## src/rtl/nms_pkg.sv

```systemverilog
// Shared definitions for the NMS host sequencer: FSM encoding and the
// NMS core register map.
package nms_pkg;

  typedef enum logic [2:0] {
    ST_IDLE      = 3'd0,
    ST_WR_IOU    = 3'd1,
    ST_WR_S      = 3'd2,
    ST_WR_START  = 3'd3,
    ST_STREAM    = 3'd4,
    ST_WAIT_DONE = 3'd5,
    ST_WR_CLR    = 3'd6,
    ST_RESULT    = 3'd7
  } state_t;

  localparam logic [3:0] ADDR_CTRL = 4'h0;
  localparam logic [3:0] ADDR_IOU  = 4'h4;
  localparam logic [3:0] ADDR_S    = 4'h8;

endpackage

```

## src/rtl/nms_host_sequencer.sv

```systemverilog
// Host-side job sequencer for the NMS core: programs thresholds, starts the
// core, streams boxes into it, waits for completion and returns the count.
//
// state        | meaning
// IDLE         | waiting for a job command (cmd_ready high)
// WR_IOU       | writing the IoU threshold register
// WR_S         | writing the score threshold register
// WR_START     | writing control with the start bit set
// STREAM       | forwarding num_pred boxes to the core
// WAIT_DONE    | waiting for the core completion pulse
// WR_CLR       | writing control with the start bit cleared
// RESULT       | presenting the kept-box count until accepted
module nms_host_sequencer
  import nms_pkg::*;
#(
  parameter int BBOX_DATA_WIDTH  = 64,
  parameter int REG_DATA_WIDTH   = 32,
  parameter int BBOX_IND_WIDTH   = 14,
  parameter int REG_ADDR_WIDTH   = 4,
  parameter int IOU_THRESH_WIDTH = 16,
  parameter int MEM_ADDR_WIDTH   = 10
) (
  input  logic                        clk,
  input  logic                        gen_rst_n,
  input  logic                        cmd_valid,
  output logic                        cmd_ready,
  input  logic [BBOX_IND_WIDTH-1:0]   cmd_num_pred,
  input  logic [IOU_THRESH_WIDTH-1:0] cmd_iou,
  input  logic [IOU_THRESH_WIDTH-1:0] cmd_s,
  input  logic                        box_valid,
  output logic                        box_ready,
  input  logic [BBOX_DATA_WIDTH-1:0]  box_data,
  output logic                        reg_ren,
  output logic [REG_ADDR_WIDTH-1:0]   reg_addr,
  output logic [REG_DATA_WIDTH-1:0]   reg_data,
  output logic                        pbox_ren,
  output logic [BBOX_DATA_WIDTH-1:0]  pred_bbox_data,
  input  logic                        nms_done,
  input  logic [REG_DATA_WIDTH-1:0]   num_box_data,
  output logic                        res_valid,
  input  logic                        res_ready,
  output logic [MEM_ADDR_WIDTH-1:0]   res_count,
  output logic                        busy
);

  state_t                      state;
  logic [BBOX_IND_WIDTH-1:0]   num_pred;
  logic [BBOX_IND_WIDTH-1:0]   box_cnt;
  logic [BBOX_IND_WIDTH-1:0]   box_cnt_inc;
  logic [IOU_THRESH_WIDTH-1:0] iou;
  logic [IOU_THRESH_WIDTH-1:0] s;
  logic                        done_flag;
  logic                        unused_box_hi;

  // Only the low MEM_ADDR_WIDTH bits of the core's count are meaningful.
  assign unused_box_hi = ^num_box_data[REG_DATA_WIDTH-1:MEM_ADDR_WIDTH];
  assign box_cnt_inc   = BBOX_IND_WIDTH'(box_cnt + 1'b1);

  // Outputs are set for the state being entered, so each one is a flop.
  always_ff @(posedge clk or negedge gen_rst_n) begin
    if (!gen_rst_n) begin
      state          <= ST_IDLE;
      num_pred       <= '0;
      box_cnt        <= '0;
      iou            <= '0;
      s              <= '0;
      done_flag      <= 1'b0;
      cmd_ready      <= 1'b1;
      box_ready      <= 1'b0;
      reg_ren        <= 1'b0;
      reg_addr       <= '0;
      reg_data       <= '0;
      pbox_ren       <= 1'b0;
      pred_bbox_data <= '0;
      res_valid      <= 1'b0;
      res_count      <= '0;
      busy           <= 1'b0;
    end else begin
      reg_ren  <= 1'b0;
      reg_addr <= '0;
      reg_data <= '0;
      pbox_ren <= 1'b0;
      case (state)
        ST_IDLE: begin
          if (cmd_valid && cmd_ready) begin
            num_pred  <= cmd_num_pred;
            iou       <= cmd_iou;
            s         <= cmd_s;
            done_flag <= 1'b0;
            cmd_ready <= 1'b0;
            busy      <= 1'b1;
            reg_ren   <= 1'b1;
            reg_addr  <= REG_ADDR_WIDTH'(ADDR_IOU);
            reg_data  <= REG_DATA_WIDTH'(cmd_iou);
            state     <= ST_WR_IOU;
          end
        end
        ST_WR_IOU: begin
          reg_ren  <= 1'b1;
          reg_addr <= REG_ADDR_WIDTH'(ADDR_S);
          reg_data <= REG_DATA_WIDTH'(s);
          state    <= ST_WR_S;
        end
        ST_WR_S: begin
          reg_ren  <= 1'b1;
          reg_addr <= REG_ADDR_WIDTH'(ADDR_CTRL);
          reg_data <= REG_DATA_WIDTH'({num_pred, 1'b1});
          state    <= ST_WR_START;
        end
        ST_WR_START: begin
          box_cnt <= '0;
          if (num_pred == '0) begin
            state <= ST_WAIT_DONE;
          end else begin
            box_ready <= 1'b1;
            state     <= ST_STREAM;
          end
        end
        ST_STREAM: begin
          if (nms_done) begin
            done_flag <= 1'b1;
            res_count <= num_box_data[MEM_ADDR_WIDTH-1:0];
          end
          if (box_valid && box_ready) begin
            pbox_ren       <= 1'b1;
            pred_bbox_data <= box_data;
            box_cnt        <= box_cnt_inc;
            if (box_cnt_inc == num_pred) begin
              box_ready <= 1'b0;
              state     <= ST_WAIT_DONE;
            end
          end
        end
        ST_WAIT_DONE: begin
          if (nms_done) begin
            done_flag <= 1'b1;
            res_count <= num_box_data[MEM_ADDR_WIDTH-1:0];
          end
          if (nms_done || done_flag) begin
            reg_ren  <= 1'b1;
            reg_addr <= REG_ADDR_WIDTH'(ADDR_CTRL);
            reg_data <= REG_DATA_WIDTH'({num_pred, 1'b0});
            state    <= ST_WR_CLR;
          end
        end
        ST_WR_CLR: begin
          res_valid <= 1'b1;
          state     <= ST_RESULT;
        end
        ST_RESULT: begin
          if (res_ready) begin
            res_valid <= 1'b0;
            cmd_ready <= 1'b1;
            busy      <= 1'b0;
            state     <= ST_IDLE;
          end
        end
        default: begin
          box_ready <= 1'b0;
          res_valid <= 1'b0;
          cmd_ready <= 1'b1;
          busy      <= 1'b0;
          state     <= ST_IDLE;
        end
      endcase
    end
  end

endmodule

```

## config.mk

```make
export PLATFORM = sky130hd
export DESIGN_NAME = nms_host_sequencer
export DESIGN_NICKNAME = d
export VERILOG_FILES = /design/src/rtl/nms_pkg.sv /design/src/rtl/nms_host_sequencer.sv
export SDC_FILE = /design/constraint.sdc
export NUM_CORES = 1
export LEC_CHECK = 0
export CAP_MARGIN = 20
export CORE_MARGIN = 2
export CORE_UTILIZATION = 38
export DETAILED_ROUTE_END_ITERATION = 16
export GPL_TIMING_DRIVEN = 0
export PLACE_DENSITY_LB_ADDON = 0.08
export SYNTH_ARGS = -nofsm -noshare
export SYNTH_HDL_FRONTEND = slang
export SYNTH_SLANG_ARGS = --single-unit
```

## constraint.sdc

```tcl
create_clock -name clk -period 2.8 [get_ports clk]
set_clock_uncertainty 0.05 [all_clocks]
set_input_delay 0.42 -clock clk [delete_from_list [all_inputs] [get_ports clk]]
set_output_delay 0.42 -clock clk [all_outputs]
set_load 0.02 [all_outputs]
```

==> flow_metrics.env <==
export IMPL_status="complete, no violations"
export IMPL_synth_area_mux_share=0.01725
export IMPL_crit_type="flip-flop to flip-flop"
export IMPL_synth_avg_cell_area_sq_um=9.155
export IMPL_dieHeight_microns=135.1
export IMPL_grt_pass1_wl_microns=29430
export IMPL_max_freq_ghz=0.3906
export IMPL_hold_depth=2
export IMPL_synth_edf_count=0
export IMPL_hold_path_class="flip-flop to flip-flop"
export IMPL_area_growth_pct=49.61
export IMPL_timing_rr_start="state[1]$_DFFE_PN0P_"
export IMPL_cp_max_fo=10
export IMPL_synth_area_leaders="dfrtp_1 (56%), nand2_1 (18%), buf_4 (2.5%)"
export IMPL_grt_antenna_before_repair=0
export IMPL_synth_compound_area_frac=0.09488
export IMPL_p_per_area_nw_per_um2=1051
export IMPL_final_util=0.5847
export IMPL_cts_tree="built"
export IMPL_r2r_end="reg_data[10]$_DFF_PN0_"
export IMPL_grt_ovfl_total=0
export IMPL_sw_frac_of_total=0.3687
export IMPL_drt_wirelength_per_cell_microns=15.01
export IMPL_clk_latency_ns=0.42
export IMPL_maxCapViolCount=0
export IMPL_intPower_mw=6.479
export IMPL_ir_worst_vdd_v=0.0006233
export IMPL_start_kind="flip-flop"
export IMPL_synthCells=713
export IMPL_cts_buffers=17
export IMPL_crit_slowest_cell="o21ai_0"
export IMPL_synth_fa_ha_area_frac=0.009584
export IMPL_clockPowerShare=0.235
export IMPL_vias_per_cell=4.792
export IMPL_port_buffers=223
export IMPL_finalSetupViolCount=0
export IMPL_grt_max_degree=93
export IMPL_grt_pass1_vias=5828
export IMPL_io_pins=264
export IMPL_num_vias=5784
export IMPL_rsz0062_at_grt="false"
export IMPL_cp_common_cell="o21ai_0"
export IMPL_timing_final_crit_share=0.9143
export IMPL_grtUsageTotal=0.2043
export IMPL_seq_area_frac_synth=0.5599
export IMPL_initial_utilization=0.3908
export IMPL_yosys_register_bits=146
export IMPL_slew_limit_headroom=0.4790
export IMPL_wl_microns=18110
export IMPL_arrival_ns=2.85
export IMPL_clk_path_buf_depth=2
export IMPL_endpoint_kind="flip-flop"
export IMPL_min_period_ns=2.560
export IMPL_crit_start="state[1]$_DFFE_PN0P_"
export IMPL_synth_common_cells="nand2_1 (305), dfrtp_1 (145), clkbuf_1 (28), nor2_1 (28), o21ai_0 (23)"
export IMPL_gp_congestion=0.7770
export IMPL_synth_top_cell_by_area="dfrtp_1"
export IMPL_htree_levels=4
export IMPL_synthSimpleGateAreaFrac=0.2444
export IMPL_synth_distinct_cells=54
export IMPL_drc=0
export IMPL_hpwl_microns=12820
export IMPL_synthMostInstantiatedCell="nand2_1"
export IMPL_rrSetupSlack_ns=0.24
export IMPL_async_flop_share=1.000
export IMPL_worstMarginPinSlew_ns=0.7734
export IMPL_clkTransAtPathRegs_ns=0.06
export IMPL_coreArea_sq_um=16700
export IMPL_max_stage_delay_ns=0.64
export IMPL_synth_ff_type="dfrtp_1"
export IMPL_die_w_microns=135.1
export IMPL_required_ns=3.09
export IMPL_reg2regPathDepth=7
export IMPL_syn_area_sq_um=6528
export IMPL_ys_warn_count=0
export IMPL_ant_nets=0
export IMPL_synth_xor_area_frac=0.02013
export IMPL_drtIter0Drc=332
export IMPL_row_count=47
export IMPL_drt_pre_antenna_iters=6
export IMPL_crit_chain="inv_1 > ha_1 > o21ai_0 > o21ai_0 > clkbuf_1 > a222oi_1 > nor2_1"
export IMPL_post_cts_buffers=0
export IMPL_dieArea_sq_um=18240
export IMPL_diodes=0
export IMPL_seq_power_share=0.346
export IMPL_hold_violations=0
export IMPL_ctsRootBufferMaster="clkbuf_16"
export IMPL_crit_end="reg_data[10]$_DFF_PN0_"
export IMPL_drive_above_1_share=0.08207
export IMPL_maxSlewViolCount=0
export IMPL_hold_ws_ns=0.4205
export IMPL_fin_nets=1127
export IMPL_leakage_nw=4.611
export IMPL_combPwrFrac=0.418
export IMPL_yosys_area_top_type_share=0.5559
export IMPL_synth_top_family_by_area="simple AND/OR/NAND/NOR gates"
export IMPL_p_sw_mw=3.783
export IMPL_cts_sinks=146
## flip-flops by register name, indices dropped and copies added, names as in the netlist, 2 cells and up
name            flops
pred_bbox_data     64
reg_data           16
s                  16
box_cnt            14
num_pred           14
res_count          10
state               3
reg_addr            2
## power groups by stage
stage / clock network (mW) / logic [mW] / registers [mW]
global placement: 0 / 4.29 / 3.56
floorplan: 0 / 1.63 / 4.23
finish: 2.42 / 4.29 / 3.55
CTS: 2.46 / 4.35 / 3.55
detailed placement: 0 / 4.33 / 3.58
global route: 2.54 / 4.72 / 3.65
## cells by family after synthesis
logic type / count (synthesis)
muxes: 10
buffers and inverters: 67
adders and majority gates: 5
other: 1
and+or+nand+nor: 382
AOI/OAI and AO/OA: 87
DFF: 146
xor gates and xnor gates: 15
## critical path, delay by kind of cell (launching register included)
| family | cells | cell delay (ns) |
|---|---|---|
| AOI/OAI and AO/OA | 3 | 1.00 |
| buffers and inverters | 2 | 0.56 |
| DFF | 1 | 0.41 |
| adders and majority gates | 1 | 0.30 |
| and+or+nand+nor | 1 | 0.13 |
## metal layers
layer	wire [microns]	GRT usage
met1	7985	0.2705
met2	8611	0.3254
met3	1243	0.06344
met4	273	0.05787
met5	0	0
## cells in the final DEF, fill, tap and decap left out, types with 4 or more instances in the layout
cell type / count
clkdlybuf4s50_1: 222
o31ai_1: 8
and4_1: 4
nand3_1: 6
mux2_2: 10
conb_1: 18
buf_2: 5
nor2b_1: 6
nand2_1: 305
clkbuf_1: 29
xnor2_1: 10
ha_1: 5
a21o_1: 4
buf_4: 22
clkbuf_16: 17
nor2_1: 28
bufinv_16: 4
nor4_1: 5
a222oi_1: 15
nand4_1: 7
inv_1: 7
xor2_1: 5
dfrtp_1: 145
a21oi_1: 13
o21ai_0: 23
## stage by stage
step                      instances  setup TNS, ns  total power [mW]  setup WS (ns)  instance area [sq um]
final                          1207              0             10.26         0.2400                   9766
after global routing           1207              0             10.91        0.03244                   9766
after CTS                      1207              0             10.37         0.1883                   9764
after detailed placement       1174              0             7.901         0.2049                   9128
after global placement         1173        -736.21             7.849         -5.073                   9099
after floorplan                 730              0             5.852         0.5177                   6591
## how the worst min path moves through the flow
| stage | start | slack [ns] | end |
|---|---|---|---|
| after floorplan | gen_rst_n | 0.07 | box_cnt[0]$_DFFE_PN0P_ |
| after global placement | pred_bbox_data[49]$_DFFE_PN0P_ | 0.41 | pred_bbox_data[49]$_DFFE_PN0P_ |
| after detailed placement | gen_rst_n | 0.37 | s[4]$_DFFE_PN0P_ |
| after CTS | pred_bbox_data[11]$_DFFE_PN0P_ | 0.43 | pred_bbox_data[11]$_DFFE_PN0P_ |
| after global routing | s[7]$_DFFE_PN0P_ | 0.44 | s[7]$_DFFE_PN0P_ |
| final | pred_bbox_data[60]$_DFFE_PN0P_ | 0.42 | pred_bbox_data[60]$_DFFE_PN0P_ |
## what timing repair did
item                                    4_1_cts  5_1_grt
hold buffers                                  1        0
endpoints found under the setup margin        0        4
endpoints found under the hold margin        53        0
gates resized for setup                       0        2
## layout make-up
type	instances	area, sq um
fill	1501	6935
sequential	146	3655
multi-input combinational	517	2589
timing repair buffer	225	2271
clock buffer	20	446.7
buffer	59	319.1
tap	220	275.3
clock inverter	12	180.2
inverter	8	30.03
No activity file was read; power rests on OpenSTA's default activity.
